===== src/rtl/stream_serializer_if.sv =====
// stream_serializer_if: upstream word and downstream beat handshakes of stream_serializer.
// o_data_last exists only when SERIALIZER_LAST_EN is defined.
interface stream_serializer_if #(
  parameter int IN_WIDTH = 32,
  parameter int RATIO = 4
);
  localparam int OUT_WIDTH = IN_WIDTH / RATIO;
  logic [IN_WIDTH-1:0] i_data;
  logic i_data_valid;
  logic o_data_ready;
  logic [OUT_WIDTH-1:0] o_data;
  logic o_data_valid;
  logic i_data_ready;
`ifdef SERIALIZER_LAST_EN
  logic o_data_last;
`endif
  modport master (
    output i_data, i_data_valid, i_data_ready,
`ifdef SERIALIZER_LAST_EN
    input o_data_last,
`endif
    input o_data_ready, o_data, o_data_valid
  );
  modport slave (
    input i_data, i_data_valid, i_data_ready,
`ifdef SERIALIZER_LAST_EN
    output o_data_last,
`endif
    output o_data_ready, o_data, o_data_valid
  );
endinterface


===== src/rtl/stream_serializer.sv =====
// stream_serializer: valid/ready width-down converter, one IN_WIDTH word -> RATIO LSB-first beats.
// Define SERIALIZER_LAST_EN to add o_data_last marking the final beat of each word.
module stream_serializer #(
  parameter int IN_WIDTH = 32,
  parameter int RATIO = 4
) (
  input logic i_clock,
  input logic i_reset_n,
  stream_serializer_if.slave bus
);
  localparam int OUT_WIDTH = IN_WIDTH / RATIO;
  localparam int CW = $clog2(RATIO);
  typedef enum logic {IDLE, SEND} state_t;
  state_t state;
  logic [IN_WIDTH-1:0] sr;
  logic [CW-1:0] cnt;
  logic last, in_fire, out_fire;
  // i_data_ready -> o_data_ready is the only combinational path through the block
  always_comb begin
    last = cnt == CW'(RATIO - 1);
    bus.o_data_ready = i_reset_n & ((state == IDLE) | (last & bus.i_data_ready));
    in_fire = bus.i_data_valid & bus.o_data_ready;
    out_fire = bus.o_data_valid & bus.i_data_ready;
  end
  always_ff @(posedge i_clock or negedge i_reset_n)
    if (!i_reset_n) begin
      state <= IDLE;
      sr <= '0;
      cnt <= '0;
      bus.o_data <= '0;
      bus.o_data_valid <= 1'b0;
`ifdef SERIALIZER_LAST_EN
      bus.o_data_last <= 1'b0;
`endif
    end else if (in_fire) begin
      state <= SEND;
      sr <= bus.i_data;
      cnt <= '0;
      bus.o_data <= bus.i_data[OUT_WIDTH-1:0];
      bus.o_data_valid <= 1'b1;
`ifdef SERIALIZER_LAST_EN
      bus.o_data_last <= 1'b0;
`endif
    end else if (out_fire & last) begin
      state <= IDLE;
      bus.o_data_valid <= 1'b0;
`ifdef SERIALIZER_LAST_EN
      bus.o_data_last <= 1'b0;
`endif
    end else if (out_fire) begin
      sr <= sr >> OUT_WIDTH;
      cnt <= cnt + 1'b1;
      bus.o_data <= sr[OUT_WIDTH +: OUT_WIDTH];
`ifdef SERIALIZER_LAST_EN
      bus.o_data_last <= cnt == CW'(RATIO - 2);
`endif
    end
endmodule

===== src/flat_wrapper.sv =====
// flat-port wrapper written by rule: the top's interface ports become plain ports
module stream_serializer_flat 
#(
  parameter int IN_WIDTH = 32,
  parameter int RATIO = 4
)
  (i_clock, i_reset_n, bus_i_data, bus_i_data_valid, bus_i_data_ready, bus_o_data_ready, bus_o_data, bus_o_data_valid);
  stream_serializer_if #(.IN_WIDTH(IN_WIDTH), .RATIO(RATIO)) bus_i ();
  input logic i_clock;
  input logic i_reset_n;
  input wire logic [$bits(bus_i.i_data)-1:0] bus_i_data;
  input wire logic [$bits(bus_i.i_data_valid)-1:0] bus_i_data_valid;
  input wire logic [$bits(bus_i.i_data_ready)-1:0] bus_i_data_ready;
  output wire logic [$bits(bus_i.o_data_ready)-1:0] bus_o_data_ready;
  output wire logic [$bits(bus_i.o_data)-1:0] bus_o_data;
  output wire logic [$bits(bus_i.o_data_valid)-1:0] bus_o_data_valid;
  assign bus_i.i_data = bus_i_data;
  assign bus_i.i_data_valid = bus_i_data_valid;
  assign bus_i.i_data_ready = bus_i_data_ready;
  assign bus_o_data_ready = bus_i.o_data_ready;
  assign bus_o_data = bus_i.o_data;
  assign bus_o_data_valid = bus_i.o_data_valid;
  stream_serializer #(.IN_WIDTH(IN_WIDTH), .RATIO(RATIO)) u_core (.i_clock(i_clock), .i_reset_n(i_reset_n), .bus(bus_i));
endmodule

===== config.mk =====
export PLATFORM = sky130hd
export DESIGN_NAME = stream_serializer_flat
export DESIGN_NICKNAME = d
export VERILOG_FILES = /design/src/rtl/stream_serializer_if.sv /design/src/rtl/stream_serializer.sv /design/src/flat_wrapper.sv
export SDC_FILE = /design/constraint.sdc
export NUM_CORES = 1
export LEC_CHECK = 0
export ABC_AREA = 1
export CORE_MARGIN = 2
export CORE_UTILIZATION = 54
export CTS_CLUSTER_SIZE = 24
export DETAILED_ROUTE_END_ITERATION = 16
export PLACE_DENSITY_LB_ADDON = 0.05
export SYNTH_ARGS = -nofsm -noshare
export SYNTH_HDL_FRONTEND = slang
export SYNTH_SLANG_ARGS = --single-unit

===== constraint.sdc =====
create_clock -name i_clock -period 2.2 [get_ports i_clock]
set_input_delay 0.33 -clock i_clock [delete_from_list [all_inputs] [get_ports i_clock]]
set_output_delay 0.33 -clock i_clock [all_outputs]
set_load 0.05 [all_outputs]

==> impl_metrics.py, run 1 <==
metrics = {
    "logic_synthesis": {
        "synth_area_sq_um": 2080,
        "synth_top_area_cell": "dfrtp_1",
        "synth_warnings": 0,
        "synth_cells": 274,
        "synth_nets": 311,
        "synth_top_area_share_pct": 42.1,
        "ys_types": 18,
        "synth-seq-cells": 35,
        "yosys-top-cells-area": "dfrtp_1, nand2_1, nand4_1",
        "seq_area_frac_synth_pct": 42.1,
        "syn_avg_cell_area_sq_um": 7.59,
    },
    "cells_and_area": {
        "final_nets": 345,
        "seqCellArea_sq_um": 876,
        "area_growth_pct": 22.1,
        "final_common_cell": "nand2_1",
        "antenna_cells": 0,
        "final_cell_mix": "nand2_1, clkdlybuf4s50_1, dfrtp_1",
        "drive_above_1_share_pct": 9.06,
        "multi_input_area_sq_um": 855,
        "fillCellCount": 330,
    },
    "cts": {
        "cts_resized": 0,
        "clkTransAtPathRegs_ns": 0.07,
        "numCtsBuffers": 5,
        "cts.hold.buffers_added": 1,
        "insertion_delay_ns": 0.29,
        "root_buffer": "clkbuf_8",
        "cts_tree": "yes",
        "htree_levels": 2,
        "clockBufferDepth": 2,
        "post_cts_buffers": 0,
        "clock_sinks": 35,
    },
    "sta": {
        "setup_viol": 0,
        "finalSetupTns_ns": 0,
        "holdWs_ns": 0.492,
        "worstMarginPinSlew_ns": 0.488,
        "rsz0062_at_grt": "no",
        "fmax_mhz": 528,
        "finClkSkew_ns": 0.00295,
        "drv_slew": 0,
        "max_slew_margin_pct": 67.4,
        "hold_viol": 0,
        "layout_min_cycle_time_ns": 1.89,
        "period_share_pct": 86.0,
    },
    "die": {
        "row_count": 22,
        "die_h_um": 66.1,
        "die-area_sq_um": 4360,
        "core_area_sq_um": 3690,
        "floorplan.initialDensity_pct": 56.4,
        "die_width_um": 66.1,
        "boundaryPins": 46,
    },
    "worst_setup_path": {
        "worstPathRequired_ns": 1.87,
        "critPathBufInv": 4,
        "cpPeakStageDelay_ns": 0.52,
        "cp_slowest_cell": "dlygate4sd3_1",
        "rr_worst_depth": 8,
        "cp_top_family": "buffers and inverters",
        "crit_arrival_ns": 1.56,
        "worst_setup_path_end_kind": "output port",
        "r2r-end": "u_core.sr[29]$_DFFE_PN0P_",
        "cp-startpoint": "i_reset_n",
        "crit_path_end": "bus_o_data_ready",
        "critical_path_class": "in -> out",
        "r2r-start": "u_core.cnt[0]$_DFFE_PN0P_",
        "cp_num_cells": 5,
        "rrSetupSlack_ns": 0.54,
        "cp_cell_sequence": "dlygate4sd3_1 -> buf_2 -> nand2_1 -> inv_1 -> buf_12",
        "cp-start-kind": "input pin",
        "crit_path_max_fanout": 17,
    },
    "global_route": {
        "grt_max_degree": 41,
        "grt_use_total_pct": 22.6,
        "grt_pass1_vias": 1654,
        "grt_overflow_total": 0,
        "grt_pass1_wl_um": 7420,
        "antenna_found_initial": 0,
    },
    "routing": {
        "ant_nets": 0,
        "drt-vias-per-instance": 4.97,
        "initialDrtViolationCount": 131,
        "dr_total_vias": 1773,
        "drt_pass1_iterations": 4,
        "drc": 0,
        "wl_per_cell_um": 11.6,
        "routed_wl_um": 4130,
    },
    "power_and_ir_drop": {
        "vdd_drop_max_uv": 828,
        "p_leak_nw": 1.39,
        "p_seq_share_pct": 36.0,
        "swShare_pct": 42.6,
        "p_int_mw": 1.71,
        "clkPwrFrac_pct": 17.0,
        "p_sw_mw": 1.27,
        "combPwrFrac_pct": 47.0,
        "power_mw": 2.97,
        "powerDensity_nw_per_um2": 1170,
    },
    "placed_design": {
        "hpwl_um": 2880,
        "place_congestion": 0.766,
        "io_buffer_count": 45,
    },
    "outcome": {
        "status": "complete, no violations",
    },
    "hold_path": {
        "worstHoldPathType": "in -> async",
    },
    "job": {
        "maxCapViolations": 0,
    },
}
## registers in the layout, summed over array words and instances (netlist names)
register / count
u_core.bus.o_data_valid: 1
u_core.cnt: 2
u_core.sr: 32
## worst min path at each step
stage / slack (ns) / startpoint / cells after the start / to
after detailed placement: 0.27 / i_reset_n / 1 / u_core.sr[1]$_DFFE_PN0P_
after CTS: 0.49 / i_reset_n / 2 / u_core.sr[11]$_DFFE_PN0P_
after global routing: 0.52 / u_core.sr[29]$_DFFE_PN0P_ / 2 / u_core.sr[29]$_DFFE_PN0P_
final: 0.49 / i_reset_n / 2 / u_core.sr[11]$_DFFE_PN0P_
after global placement: 0.27 / i_reset_n / 1 / u_core.sr[1]$_DFFE_PN0P_
after floorplan: 0.03 / i_reset_n / 0 / u_core.bus.o_data_valid$_DFFE_PN0P_
## area by class of cell
| class | count | area share, % |
|---|---|---|
| clock buffer | 8 | 3.94 |
| inverter | 29 | 4.38 |
| multi-input combinational | 183 | 33.6 |
| sequential | 35 | 34.5 |
| tap | 48 | 2.36 |
| timing repair buffer | 54 | 21.2 |
## cell families (layout without fill, tap and decap cells)
group,after synthesis,after routing,share of synthesized area (%)
and+or+nand+nor,182,182,40.5
buffers and inverters,56,91,16.8
DFF,35,35,42.1
adders and majority gates,1,1,0.602
## worst register-to-register path, delay by kind of cell (launching register included)
kind / cells / cell delay (ns)
flops: 1 / 0.41
buf+inv: 2 / 0.39
fa+ha+maj: 1 / 0.25
simple gates: 5 / 0.52
## Yosys cell counts, drive strengths merged
library cell and count:
nand2 122, inv 29, nor2 1, nand3 35, clkbuf 2, nand4 24, ha 1, dfrtp 35
buf 25
## metrics by stage
stage / util (%) / area (sq um) / cells / setup slack [ns]
after floorplan: - / 2080 / 274 / 0.586
after global placement: 65.9 / 2430 / 348 / 0.434
after detailed placement: 65.9 / 2430 / 348 / 0.386
after CTS: 68.9 / 2540 / 357 / 0.283
after global routing: 68.9 / 2540 / 357 / 0.199
final: 68.9 / 2540 / 357 / 0.307
## per-layer routing
metal	routed length, um	GRT usage [%]	share of wire [%]	up-vias
met5	0	0	0	-
met4	62	9.18	1.5	0
met3	229	6.30	5.5	4
met2	2000	36.1	48	45
met1	1840	28.8	45	798
li1	-	-	-	926
## power groups by stage
stage                     logic, mW  registers, mW  clock network, mW
after floorplan                1.17           1.08                  0
after global placement         1.39           1.07                  0
final                          1.40           1.07              0.506
after detailed placement       1.41           1.08                  0
after global routing           1.57           1.10              0.549
after CTS                      1.41           1.07              0.521
Note: power is estimated with default switching activity, not from simulation.
==> inputs of run 2 (changes only) <==
--- a/config.mk
+++ b/config.mk
@@ -6,8 +6,9 @@
 export NUM_CORES = 1
 export LEC_CHECK = 0
 export ABC_AREA = 1
+export CORE_ASPECT_RATIO = 0.75
 export CORE_MARGIN = 2
-export CORE_UTILIZATION = 54
+export CORE_UTILIZATION = 30
 export CTS_CLUSTER_SIZE = 24
 export DETAILED_ROUTE_END_ITERATION = 16
 export PLACE_DENSITY_LB_ADDON = 0.05
==> run 2 against run 1 <==
Register-to-register slack improved by 0.04 ns; critical path depth fell by 4; first-iteration DRC count shrank 12%; cell count grew 9.8%; clock power grew 3%; worst setup slack better by 0.026 ns; sequential power hardly changed; non-clock buffer count fell by 1; via count increased by 1.0%; routed wire length rose by 21%; sequential cell count stayed put; global-route usage is 8.1 points lower; largest power group unchanged.
==> impl_metrics.py, run 2 (same netlist as run 1, synthesis figures left out) <==
metrics = {
    "placed_design": {
        "hpwl_um": 3290,
        "place_congestion": 0.707,
        "io_buffer_count": 45,
    },
    "cts": {
        "cts.hold.buffers_added": 0,
        "cts_resized": 0,
        "clock_sinks": 35,
        "insertion_delay_ns": 0.28,
        "post_cts_buffers": 0,
        "cts_tree": "yes",
        "clkTransAtPathRegs_ns": 0.07,
        "numCtsBuffers": 5,
        "root_buffer": "clkbuf_8",
        "clockBufferDepth": 2,
        "htree_levels": 2,
    },
    "worst_setup_path": {
        "crit_path_max_fanout": 3,
        "crit_arrival_ns": 1.54,
        "cp_cell_sequence": "clkdlybuf4s50_1",
        "critPathBufInv": 1,
        "critical_path_class": "reg -> out",
        "cp_slowest_cell": "clkdlybuf4s50_1",
        "worst_setup_path_end_kind": "output port",
        "cpPeakStageDelay_ns": 0.83,
        "cp-start-kind": "flip-flop",
        "cp_top_family": "buffers and inverters",
        "worstPathRequired_ns": 1.87,
    },
    "global_route": {
        "antenna_found_initial": 0,
        "grt_pass1_wl_um": 8920,
        "grt.busiest_layer": "met2",
        "grt_max_degree": 42,
        "use_met2_pct": 22.6,
        "grt_util_met1_pct": 20.3,
        "grt_overflow_total": 0,
        "grt_pass1_vias": 1901,
        "grt_use_total_pct": 14.5,
        "grtUsageMet3_pct": 3.85,
    },
    "sta": {
        "period_share_pct": 84.8,
        "layout_min_cycle_time_ns": 1.87,
        "hold_viol": 0,
        "max_slew_margin_pct": 66.6,
        "holdWs_ns": 0.0592,
        "rsz0062_at_grt": "no",
        "finClkSkew_ns": 0.00525,
        "setup_viol": 0,
        "fmax_mhz": 536,
        "finalSetupTns_ns": 0,
        "worstMarginPinSlew_ns": 0.499,
        "drv_slew": 0,
    },
    "cells_and_area": {
        "drive_above_1_share_pct": 9.09,
        "final_cell_mix": "nand2_1, clkdlybuf4s50_1, dfrtp_1",
        "final_common_cell": "nand2_1",
        "largest_register": "u_core.sr",
        "antenna_cells": 0,
        "largest_registers": "u_core.sr (32), u_core.cnt (2), u_core.bus.o_data_valid (1)",
        "largest_reg_flops": 32,
        "final_nets": 344,
        "area_growth_pct": 23.2,
    },
    "die": {
        "die_width_um": 100,
        "die-area_sq_um": 7620,
        "die_h_um": 76.1,
        "core_area_sq_um": 6770,
        "floorplan.initialDensity_pct": 30.7,
        "row_count": 26,
        "boundaryPins": 46,
    },
    "routing": {
        "dr_total_vias": 1791,
        "drt-vias-per-instance": 4.57,
        "wl_per_cell_um": 12.8,
        "ant_nets": 0,
        "drc": 0,
        "drt_pass1_iterations": 4,
        "initialDrtViolationCount": 115,
        "routed_wl_um": 5010,
    },
    "power_and_ir_drop": {
        "clkPwrFrac_pct": 17.2,
        "p_seq_share_pct": 35.9,
        "vdd_drop_max_uv": 315,
        "p_int_mw": 1.71,
        "p_sw_mw": 1.31,
        "swShare_pct": 43.5,
        "powerDensity_nw_per_um2": 1180,
        "combPwrFrac_pct": 46.9,
        "p_leak_nw": 1.38,
    },
    "hold_path": {
        "worstHoldPathType": "in -> async",
    },
    "job": {
        "maxCapViolations": 0,
    },
    "outcome": {
        "status": "complete, no violations",
    },
}
## run 2: final timing paths
| path | slack (ns) | cells past startpoint | endpoint | start |
|---|---|---|---|---|
| max | 0.33 | 1 | bus_o_data_valid | u_core.bus.o_data_valid$_DFFE_PN0P_ |
| min | 0.06 | 2 | u_core.sr[28]$_DFFE_PN0P_ | i_reset_n |
| max reg2reg | 0.58 | 8 | u_core.sr[21]$_DFFE_PN0P_ | u_core.cnt[0]$_DFFE_PN0P_ |
| min reg2reg | 0.51 | 2 | u_core.sr[31]$_DFFE_PN0P_ | u_core.sr[31]$_DFFE_PN0P_ |
| max in group asynchronous | 1.70 | 2 | u_core.sr[10]$_DFFE_PN0P_ | i_reset_n |
| min in group i_clock | 0.43 | 4 | u_core.sr[28]$_DFFE_PN0P_ | i_reset_n |
## run 2: routing by layer
| metal | share of wire (%) | wire length (um) |
|---|---|---|
| met1 | 51 | 2550 |
| met2 | 44 | 2200 |
| met3 | 4.4 | 220 |
| met4 | 0.80 | 40 |
| met5 | 0 | 0 |
## run 2: power by group through the flow
stage / combinational [mW] / clock (mW) / sequential, mW
after floorplan: 1.17 / 0 / 1.08
after global placement: 1.43 / 0 / 1.10
after detailed placement: 1.44 / 0 / 1.10
after CTS: 1.44 / 0.542 / 1.08
after global routing: 1.60 / 0.563 / 1.12
final: 1.42 / 0.520 / 1.08
## run 2: area by class of cell
class | count | area (sq um)
well taps | 84 | 105
inverters | 29 | 111
fillers | 755 | 4200
multi-input cells | 183 | 855
clock buffers | 8 | 100
flip-flops and latches | 35 | 876
repair buffers | 53 | 515
## run 2: metrics by stage
| stage | area [sq um] | instances | setup slack, ns | power, mW | util (%) |
|---|---|---|---|---|---|
| floorplan | 2080 | 274 | 0.586 | 2.25 | - |
| global placement | 2460 | 384 | 0.501 | 2.53 | 36.4 |
| detailed placement | 2460 | 384 | 0.467 | 2.53 | 36.4 |
| CTS | 2560 | 392 | 0.320 | 3.07 | 37.9 |
| global route | 2560 | 392 | 0.272 | 3.28 | 37.9 |
| finish | 2560 | 392 | 0.334 | 3.02 | 37.9 |
